<file path="src/rtl/cpu_types_pkg.sv">
`default_nettype none
// ============================================================================
// Module : cpu_types_pkg
// Brief  : Shared pipeline control types; forwarding/hazard controller items.
// Rev    : 1.0  initial release
// ============================================================================
package cpu_types_pkg;

   typedef enum logic [1:0] {
      RUN    = 2'd0,
      MISS   = 2'd1,
      RESUME = 2'd2
   } fhc_state_t;

   // Forward-select code meaning "take the operand from the register file"
   localparam int FHC_SEL_RF = 0;

endpackage
`default_nettype wire

</file>
<file path="src/rtl/fwd_select.sv">
`default_nettype none
// ============================================================================
// Module : fwd_select
// Brief  : Priority bypass-source match for one EX operand (youngest wins).
// Rev    : 1.0  initial release
// ============================================================================
module fwd_select
   import cpu_types_pkg::*;
#(
   parameter int NFWD = 2,
   parameter int REGW = 5,
   parameter int SELW = $clog2(NFWD+1)
)(
   input  logic [REGW-1:0]      src,
   input  logic                 src_used,
   input  logic [NFWD*REGW-1:0] dst_stage,
   input  logic [NFWD-1:0]      wr_stage,
   output logic [SELW-1:0]      sel
);

   // Scan oldest to youngest so the lowest matching stage overwrites the rest
   always_comb begin
      sel = SELW'(FHC_SEL_RF);
      for (int k = NFWD-1; k >= 0; k--) begin
         if (wr_stage[k] && src_used &&
             (dst_stage[k*REGW +: REGW] != '0) &&
             (dst_stage[k*REGW +: REGW] == src))
            sel = SELW'(k+1);
      end
   end

endmodule
`default_nettype wire

</file>
<file path="src/rtl/fwd_hazard_ctrl.sv">
`default_nettype none
// ============================================================================
// Module : fwd_hazard_ctrl
// Brief  : Operand bypass select, load-use bubble and D-cache miss freeze.
//          Optional statistics counters: define FWD_HAZARD_STATS_EN.
// Rev    : 1.0  initial release
// ============================================================================
module fwd_hazard_ctrl
   import cpu_types_pkg::*;
#(
   parameter int NSRC         = 2,
   parameter int NFWD         = 2,
   parameter int REGW         = 5,
   parameter int SELW         = $clog2(NFWD+1),
   parameter int MISS_TIMEOUT = 255,
   parameter int CNTW         = 32
)(
   input  logic                 CLK,
   input  logic                 RST,
   input  logic [NSRC*REGW-1:0] src_ex,
   input  logic [NSRC-1:0]      src_used_ex,
   input  logic [NSRC*REGW-1:0] src_id,
   input  logic [NSRC-1:0]      src_used_id,
   input  logic [NFWD*REGW-1:0] dst_stage,
   input  logic [NFWD-1:0]      wr_stage,
   input  logic                 memrd_ex,
   input  logic [REGW-1:0]      dst_ex,
   input  logic                 dmem_wait,
   output logic [NSRC*SELW-1:0] fwd_sel,
   output logic                 stall_if_id,
   output logic                 bubble_id_ex,
   output logic                 freeze_all,
   output logic                 miss_timeout,
   output logic [CNTW-1:0]      fwd_count,
   output logic [CNTW-1:0]      lu_count,
   output logic [CNTW-1:0]      miss_count
);

   localparam int             c_mcw      = $clog2(MISS_TIMEOUT+1);
   localparam logic [c_mcw-1:0] c_miss_max = c_mcw'(MISS_TIMEOUT);

   fhc_state_t             r_state, w_next_state;
   logic [NSRC*SELW-1:0]   w_live_sel;
   logic [NSRC*SELW-1:0]   r_hold;
   logic [c_mcw-1:0]       r_miss_cnt;
   logic [c_mcw-1:0]       w_miss_cnt_nxt;
   logic                   r_timeout;
   logic                   w_lu_hazard;

   for (genvar gi = 0; gi < NSRC; gi++) begin : g_src
      fwd_select #(
         .NFWD (NFWD),
         .REGW (REGW),
         .SELW (SELW)
      ) u_fwd_select (
         .src       (src_ex[gi*REGW +: REGW]),
         .src_used  (src_used_ex[gi]),
         .dst_stage (dst_stage),
         .wr_stage  (wr_stage),
         .sel       (w_live_sel[gi*SELW +: SELW])
      );
   end

   always_comb begin
      w_lu_hazard = 1'b0;
      for (int i = 0; i < NSRC; i++) begin
         if (src_used_id[i] && (src_id[i*REGW +: REGW] == dst_ex))
            w_lu_hazard = 1'b1;
      end
      if (!memrd_ex || (dst_ex == '0))
         w_lu_hazard = 1'b0;
   end

   always_comb begin
      w_next_state = r_state;
      fwd_sel      = w_live_sel;
      stall_if_id  = 1'b0;
      bubble_id_ex = 1'b0;
      freeze_all   = 1'b0;
      case (r_state)
         RUN, RESUME: begin
            freeze_all = dmem_wait;
            if (w_lu_hazard && !dmem_wait) begin
               stall_if_id  = 1'b1;
               bubble_id_ex = 1'b1;
            end
            w_next_state = dmem_wait ? MISS : RUN;
         end
         MISS: begin
            // Bypass selects are frozen with the latches they feed
            freeze_all = 1'b1;
            fwd_sel    = r_hold;
            if (!dmem_wait)
               w_next_state = RESUME;
         end
         default: w_next_state = RUN;
      endcase
   end

   assign w_miss_cnt_nxt = (r_miss_cnt == c_miss_max) ? r_miss_cnt
                                                       : r_miss_cnt + c_mcw'(1);

   always_ff @(posedge CLK) begin
      if (RST) begin
         r_state    <= RUN;
         r_hold     <= '0;
         r_miss_cnt <= '0;
         r_timeout  <= 1'b0;
      end else begin
         r_state <= w_next_state;
         if ((r_state != MISS) && dmem_wait)
            r_hold <= w_live_sel;
         if (r_state == MISS) begin
            r_miss_cnt <= dmem_wait ? w_miss_cnt_nxt : '0;
            if (w_miss_cnt_nxt == c_miss_max)
               r_timeout <= 1'b1;
         end
      end
   end

   assign miss_timeout = r_timeout;

`ifdef FWD_HAZARD_STATS_EN
   logic [CNTW-1:0] r_fwd_cnt, r_lu_cnt, r_miss_stat;
   logic            w_any_fwd;

   assign w_any_fwd = |fwd_sel;

   always_ff @(posedge CLK) begin
      if (RST) begin
         r_fwd_cnt   <= '0;
         r_lu_cnt    <= '0;
         r_miss_stat <= '0;
      end else begin
         if (w_any_fwd && !freeze_all && !(&r_fwd_cnt))
            r_fwd_cnt <= r_fwd_cnt + CNTW'(1);
         if (bubble_id_ex && !(&r_lu_cnt))
            r_lu_cnt <= r_lu_cnt + CNTW'(1);
         if ((r_state == MISS) && !(&r_miss_stat))
            r_miss_stat <= r_miss_stat + CNTW'(1);
      end
   end

   assign fwd_count  = r_fwd_cnt;
   assign lu_count   = r_lu_cnt;
   assign miss_count = r_miss_stat;
`else
   assign fwd_count  = '0;
   assign lu_count   = '0;
   assign miss_count = '0;
`endif

endmodule
`default_nettype wire
</file>
<file path="config.mk">
export PLATFORM = sky130hd
export DESIGN_NAME = fwd_hazard_ctrl
export DESIGN_NICKNAME = d
export VERILOG_FILES = /design/src/rtl/cpu_types_pkg.sv /design/src/rtl/fwd_select.sv /design/src/rtl/fwd_hazard_ctrl.sv
export SDC_FILE = /design/constraint.sdc
export NUM_CORES = 1
export LEC_CHECK = 0
export ABC_AREA = 1
export CORE_AREA = 3 3 81 83
export DETAILED_ROUTE_END_ITERATION = 12
export DIE_AREA = 0 0 84 86
export PLACE_DENSITY = 0.79
export REMOVE_ABC_BUFFERS = 1
export SLEW_MARGIN = 10
export SYNTH_ARGS = -nofsm -noshare
export SYNTH_HDL_FRONTEND = slang
export SYNTH_SLANG_ARGS = --single-unit
</file>
<file path="constraint.sdc">
create_clock -name CLK -period 1.9 [get_ports CLK]
set_input_delay 0.38 -clock CLK [delete_from_list [all_inputs] [get_ports CLK]]
set_output_delay 0.38 -clock CLK [all_outputs]
set_load 0.005 [all_outputs]
</file>
==> results.md <==
* Status: completed
* Hold Fails Final Rpt at 0
* Critical-path maximum fanout at 3
* Post-Route WL at 4690 um
* Yosys top cell by area: buf_4
* Slowest cell on crit path: clkdlybuf4s15_1
* Initial antenna violation count at 0
* Largest net degree at the start of global routing at 12
* Max-cap viol count at 0
* Drt wl/cell at 10.2 um
* Post-synthesis mux area share at 0
* Worst-Skew Late Latency at 250 ps
* Clock tree root driver cell: clkbuf_8
* Synth warn at 0
* Global-route wire length before repair at 7110 um
* Filler-free cell count of the finished design at around 460
* Fillcell total at 609
* Setup CP Type: primary input to output pin
* Global route overflow at 0
* Max Root-Sink Buffers at 2
* Clk slew on worst S/H paths at 60 ps
* Clock sink total at 15
* # diodes at 0
* Fin Setup TNS at 0 ps
* Number of global-route vias before repair at 1700
* Placed cell areas at 2320 um2
* LEAKAGE at 0.00126 uW
* Hold Crit Class: register to register
* Synth unique cells at 32
* CTS tree: yes
* Clock Skew at 4.66 ps
* PwrDens at 362 nW/um2
* Final nets at 431
* Share of cells above drive strength 1 at 0.198
* Fin crit period at 1820 ps
* Worst EP required at 1520 ps
* Post-Synth Adder-Cell Area at 0.00618
* Pre-CTS WS at -664 ps
* Area grow syn2layout at 20.4%
* Starting Density at 0.342
* Synth top area share at 0.359
* Max IR drop VDD at approximately 0.00022 V
* Port Buffers at 52
* Vias/cell at between 4 and 5
* Die area at between 7000 and 8000 um2
* Fmax at 0.550 GHz
* Inst Count DP at roughly 450
* First DRT Iteration DRCs at about 100
* Slew Viols, Final at 0
* Final core occ at 0.412
* Post-synthesis cell area at 2030 um2
* Row count at 28
* Simple-gate share of the synthesized area at 0.256
* Vias at 1939
* Num ports at roughly 150
* # setup viols final at 0
* #FFs+latches synth at 15
* Largest family of logic cells by synthesized area: buffers and inverters
* Post-route cell area at 2440 um2
* Crit path capture type: output pin
* Synth Area per Inst at ~6.5 um2
* CP bufs+invs at 2
* Worst setup SP type: primary input
* GR Util All Layers at 0.118
* Synth Area in XOR/XNOR at 0.0519
* Critical Path AT at 1440 ps
* Final ANT Viol Nets at 0
* Sequential-to-total area share from yosys stat at 0.148
* Core footprint at 5920 um2
* Num CTS Buffers at 3
* Cell family with the largest share of critical-path delay: buffers and inverters
* Cell mode on critical path: clkdlybuf4s15_1
* Ranking of synthesized cells by area: buf_4 36%, dfxtp_1 15%, nand2_1 11%
* H-tree levels at 1
* Die H at 86 um
* Final worst slack at 81.6 ps
* HPWL after DPL at approximately 3800 um
* Gate Count Post-Synth at 314
* Final weighted congestion in routability-driven placement at 0.934
* DR DRC count at 0
* Drt first pass iters at 4
* Final period utilization at 0.957
* Post-CTS Hold Buffers at 0
* Compound-Gate Fraction of Synth Area at 0.120
* Die Width at 84 um
* Worst path max stage delay at between 200 and 250 ps
* Cell Chain, Critical Path: clkdlybuf4s15_1 > xor2_1 > a211oi_2 > nand3_1 > o21ai_1 > clkdlybuf4s15_1
## synth_stat cells, drive strengths merged
library cell / instances
nor3b: 1
o21bai: 1
dfxtp: 15
xnor2: 4
buf: 98
nand3: 15
nor3: 5
ha: 1
nand4: 6
a211oi: 1
a21oi: 20
nor2: 19
o211ai: 3
clkinv: 1
or2: 3
o21ai: 14
o22ai: 5
clkbuf: 2
conb: 1
nand3b: 2
inv: 26
xor2: 8
nand2: 63
## registers in the layout (all words and copies together), names as in the netlist
name and count:
r_miss_cnt 8, r_state 2, r_hold 4, miss_timeout 1
## repair_timing
action,CTS,global route
endpoints found under the setup margin,7,7
pin swaps,19,25
gates resized for setup,71,42
setup buffers,8,2
## where the power goes
group	internal, uW	switching (uW)
Combinational	124	172
Clock	145	114
Sequential	323	5.26
## tightest hold or removal path: cells and delay by family, from the launching register on
family	cells	cell delay, ps
AOI/OAI and AO/OA	1	50
DFF	1	310
buffers and inverters	1	60
## layout by cell type (no fill, tap or decap), types with 2 or more instances in the layout
| cell | synthesis | layout |
|---|---|---|
| a21oi_1 | 19 | 17 |
| a21oi_2 | 1 | 3 |
| buf_2 | 1 | 5 |
| buf_4 | 97 | 19 |
| clkbuf_2 | 0 | 10 |
| clkbuf_8 | 0 | 3 |
| clkdlybuf4s15_1 | 0 | 8 |
| clkdlybuf4s50_1 | 0 | 8 |
| conb_1 | 1 | 96 |
| dfxtp_1 | 15 | 15 |
| dlygate4sd2_1 | 0 | 17 |
| dlymetal6s2s_1 | 0 | 4 |
| inv_1 | 20 | 12 |
| inv_2 | 6 | 14 |
| nand2_1 | 59 | 58 |
| nand2_2 | 3 | 4 |
| nand3_1 | 15 | 14 |
| nand3b_1 | 2 | 2 |
| nand4_1 | 6 | 6 |
| nor2_1 | 16 | 15 |
| nor2_2 | 1 | 2 |
| nor2_4 | 2 | 2 |
| nor3_1 | 5 | 3 |
| o211ai_1 | 3 | 3 |
| o21ai_0 | 5 | 4 |
| o21ai_1 | 9 | 8 |
| o21ai_2 | 0 | 2 |
| o22ai_1 | 5 | 3 |
| o22ai_2 | 0 | 2 |
| xnor2_1 | 4 | 4 |
| xor2_1 | 8 | 7 |
## layer usage
metal	routed length (um)	share of wire	global-route usage
met1	1680	0.36	0.126
met2	2490	0.53	0.227
met3	418	0.089	0.0144
met4	106	0.023	0.0599
met5	0	0	0
## area by class of cell
class	count	area (um2)	area share
clock buffer	3	41.3	0.0169
timing repair buffer	71	577	0.236
inverter	27	101	0.0415
clock inverter	1	5.00	0.00205
sequential	15	300	0.123
multi-input combinational	267	1320	0.542
tap	75	93.8	0.0385
## metrics by stage
stage	power, uW	hold WS, ps
floorplan	469	442
global placement	623	453
detailed placement	627	455
CTS	875	463
global route	945	487
finish	884	457
## cells by family (layout without fill, tap and decap cells)
group	after synthesis	in the layout
buffers and inverters	127	102
and+or+nand+nor	114	114
AOI/OAI and AO/OA	44	44
DFF	15	15
xor gates and xnor gates	12	12
adders and majority gates	1	1
other	1	96
## final timing paths
kind	start	end	slack (ps)	cells after the start
worst max-delay path	src_ex[3]	fwd_sel[0]	80	6
worst min-delay path	miss_timeout	miss_timeout	460	2
worst max register to register	r_miss_cnt[0]	miss_timeout	340	9
worst min register to register	miss_timeout	miss_timeout	460	2
No activity file was read; power rests on OpenSTA's default activity.
==> RTL edit 1 (config.mk and constraints unchanged) <==
Encoding of `fhc_state_t`: now one-hot (3 bits for 3 states).
--- a/src/rtl/cpu_types_pkg.sv
+++ b/src/rtl/cpu_types_pkg.sv
@@ -8,6 +8,6 @@
 
-   typedef enum logic [1:0] {
-      RUN    = 2'd0,
-      MISS   = 2'd1,
-      RESUME = 2'd2
+   typedef enum logic [2:0] {
+      RUN    = 3'b001,
+      MISS   = 3'b010,
+      RESUME = 3'b100
    } fhc_state_t;
Behaviour: same outputs for any inputs over 10 cycles, from zero or initial values and one cycle with RST high; not proved beyond that.
==> RTL edit 1 against the original RTL <==
  * Die area is the same
  * Power grew 5.9%
  * Largest power group unchanged
  * Worst setup slack lost 0.038 ns
  * Routed wire length grew 4.3%
  * Clock skew shrank 0.0032 ns
  * Cell area grew 2.8%
  * Sequential cell count grew 1
  * Area after synthesis grew 3.5%
  * Largest cell class unchanged
==> RTL edit 1: results (changes against the original RTL) <==
metric,value,unit,change
outcome,finished clean,,
final net count,440,,+2.1%
multi-input gate share of total cell area,53.84,%,-0.31 points
sequential share of power,37.2,%,about the same
buffering overhead,23.10,%,-0.54 points
global-route wire length before repair,7320,um,+2.9%
register area,320.3,um^2,+6.7%
flop2flop setup slack,0.32,ns,-0.02 ns
top post-synthesis cells by area,"buf_4 35%, dfxtp_1 15%, nand2_1 11%",,
placer congestion estimate,0.8852,,-5.2%
CLK BUF,4,,+1
Top Registers,"r_miss_cnt (8), r_hold (4), r_state (3)",,
DP HPWL,4023,um,+5.6%
number of non-clock buffers,69,,-2.8%
Max rail drop VDD,0.2430,mV,+11%
TritonCTS Sinks,16,,+1
GR Util All Layers,12.01,%,+0.19 points
sequential area share after synthesis,15.27,%,+0.45 points
fraction of the mapped netlist area in adder cells,0.5967,%,-0.021 points
Post-Synth XOR/XNOR Area,6.683,%,+1.5 points
WP data arrival,1.48,ns,+0.04 ns
Iter 0 DRT Violations,66,,-35%
"top cells by count, synth","97 x buf_4, 63 x nand2_1, 27 x inv_1",,
inverters,29,,+7.4%
Post-synth top flop,dfxtp_1,,
Static Leak,1.291,nW,+2.8%
Hold Crit Class,reg -> reg,,
Cell Int Power,0.6461,mW,+9.0%
vias in the first global route,1708,,+0.47%
DR WL/cell,10.46,um,+2.3%
share of cells above drive strength 1,18.58,%,-1.2 points
pin count of the biggest net entering global routing,11,,-1
cells on worst reg2reg path,9,,unchanged
Compound-Gate Fraction of Synth Area,9.368,%,-2.6 points
vias per inst,4.160,,-1.5%
P_clk,0.306,mW,+18%
Yosys cell types,28,,-13%
==> RTL edit 1: changes by cell type in the layout (fill, tap and decap cells not counted), moves of 5 or more <==
cell / delta
a21oi_1: -5
nor2_2: +5
inv_1: +7
xor2_1: +5
==> RTL edit 1: metal layers <==
metal | global-route usage [%] | wire length, um
met4 | 4.971 | 106
met5 | 0 | 0
met2 | 23.21 | 2639
met3 | 1.057 | 326
met1 | 13.43 | 1824
==> RTL edit 1: worst max-delay path by stage <==
stage                 startpoint           to  cells past startpoint
global route           dst_ex[4]  stall_if_id                      5
global placement    dst_stage[9]   fwd_sel[1]                      8
floorplan           dst_stage[1]   fwd_sel[3]                      7
CTS                 dst_stage[3]   fwd_sel[1]                      9
detailed placement  dst_stage[9]   fwd_sel[1]                      8
finish                 dst_ex[4]  stall_if_id                      5
==> RTL edit 1: timing repair <==
item | 4_1_cts | 5_1_grt
cloned | 0 | 0
setup endpoints to repair | 7 | 7
resized for setup | 79 | 34
setup buffers | 8 | 0
pin swaps | 21 | 22
==> RTL edit 1: cell families (layout without fill, tap and decap cells) <==
group	count (synthesis)	count (layout)
compound gates	36	36
xor+xnor	16	16
fa+ha+maj	1	1
buf+inv	130	102
flops	16	16
other cells	1	96
simple gates	126	126
==> RTL edit 1: worst max-delay path: stages <==
cell             delay (ns)
clkdlybuf4s50_1        0.53
xnor2_1                0.13
nand4_1                0.13
a21oi_2                0.18
buf_2                  0.13
==> RTL edit 1: stage by stage <==
step           total power [mW]  instance area, um^2  std cells  setup slack [ns]
2_1_floorplan            0.4836                 1708        320            0.4116
3_3_place_gp             0.6374                 2390        456           -0.6986
3_5_place_dp             0.6389                 2390        456           -0.6997
4_1_cts                  0.9284                 2479        468          0.002889
5_1_grt                  0.9850                 2507        468         0.0003477
6_report                 0.9364                 2507        468           0.04335
==> RTL edit 2 (config.mk and constraints unchanged) <==
Made on the original files. `NFWD` is set to 2 in 2 places; all go to 1.
--- a/src/rtl/fwd_select.sv
+++ b/src/rtl/fwd_select.sv
@@ -9,3 +9,3 @@
 #(
-   parameter int NFWD = 2,
+   parameter int NFWD = 1,
    parameter int REGW = 5,
--- a/src/rtl/fwd_hazard_ctrl.sv
+++ b/src/rtl/fwd_hazard_ctrl.sv
@@ -11,3 +11,3 @@
    parameter int NSRC         = 2,
-   parameter int NFWD         = 2,
+   parameter int NFWD         = 1,
    parameter int REGW         = 5,
Interface: changed (resized dst_stage, fwd_sel and wr_stage); port bits go from 149 to 141. The function was not compared with the original's and may differ.
==> RTL edit 2 against the original RTL <==
  * Clock power fell by 3%
  * Power fell by 13%
  * Sequential cell count fell by 2
  * Area after synthesis fell by 12%
  * Via count fell by 19%
  * Worst setup slack got worse by 0.013 ns
  * Cell area fell by 14%
  * Routed wire length fell by 14%
  * Critical path depth rose by 1
  * Global-route usage fell by 1.9 points
  * Register-to-register slack barely moved
  * Count of clock-buffer cells in the layout rose by 1
  * Final cell count fell by 14%
  * Highest routed layer unchanged
  * Clock skew fell by 0.0030 ns
==> RTL edit 2: results (changes against the original RTL) <==
metric,value,unit,change
DR pass1 iterations,6,,+2
DP HPWL,3180,um,-17%
DR WL/cell,10.16,um,-0.59%
fmax,546.1,MHz,-0.70%
sequential area share after synthesis,14.64,%,-0.19 points
Hold WS,0.4605,ns,+0.003378 ns
Detail Route met2 WL,2114,um,-15%
Max rail drop VDD,0.1453,mV,-34%
Yosys cell types,29,,-9.4%
clk_skew,0.001656,ns,-0.003000 ns
met2 Use GR,18.87,%,-3.8 points
top post-synthesis cells by area,"buf_4 41%, dfxtp_1 15%, nand2_1 9.3%",,
share of cells above drive strength 1,15.58,%,-4.2 points
CP peak stage delay,0.26,ns,+0.03 ns
DP Cell Count,389,,-13%
Area Overhead vs Synth,17.73,%,
GR Util All Layers,9.966,%,-1.9 points
final WL,4025,um,-14%
M1 WL,1399,um,-17%
outcome,finished clean,,
Iter 0 DRT Violations,41,,-60%
Port Buffers,44,,-15%
Static Leak,1.144,nW,-8.9%
vias in the first global route,1363,,-20%
final net count,362,,-16%
placed cell areas,1978,um^2,-15%
routing usage on met1,10.42,%,-2.2 points
met3 WL post-DR,413,um,-1.2%
## RTL edit 2: changes by cell type in the layout (fill, tap and decap cells not counted), sizes merged, moves of 3 or more
cell | unedited run | this run
nand2 | 63 | 47
clkdlybuf4s15 | 8 | 0
o22ai | 5 | 2
dlymetal6s2s | 4 | 15
dlygate4sd2 | 17 | 14
xor2 | 8 | 5
buf | 24 | 13
a21oi | 20 | 16
nand3 | 15 | 12
nand4 | 6 | 2
clkbuf | 13 | 6
o21ai | 14 | 11
## RTL edit 2: power by group
group | switching [mW] | internal (mW) | total, mW
clock | 0.102 | 0.148 | 0.251
combinational | 0.135 | 0.0991 | 0.234
sequential | 0.00372 | 0.279 | 0.282
## RTL edit 2: area by class of cell
| type | instances | area share, % |
|---|---|---|
| clock buffers | 4 | 2.152 |
| repair buffers | 53 | 23.79 |
| flip-flops and latches | 13 | 12.43 |
| multi-input cells | 226 | 52.66 |
| well taps | 75 | 4.483 |
| inverters | 25 | 4.483 |
## RTL edit 2: tightest hold or removal path: cells and delay by family (launching register included)
| kind | cells | cell delay (ns) |
|---|---|---|
| AOI/OAI and AO/OA | 1 | 0.05 |
| buffers and inverters | 1 | 0.06 |
| DFF | 1 | 0.31 |
## RTL edit 2: logic make-up (layout without fill, tap and decap cells)
family                     after synthesis  after routing  synth area share (%)
AOI/OAI and AO/OA                       37             37                 12.10
other                                    1             96                0.2109
and+or+nand+nor                         84             84                 21.75
adders and majority gates                1              1                0.7036
xor gates and xnor gates                 8              8                 3.941
DFF                                     13             13                 14.64
buffers and inverters                  124             82                 46.66
## RTL edit 2: repair_timing
action / CTS / global route
setup endpoints to repair: 5 / 4
hold endpoints to repair: 0 / 0
pin swaps: 10 / 12
gates resized for setup: 47 / 31
buffers inserted: 1 / 2
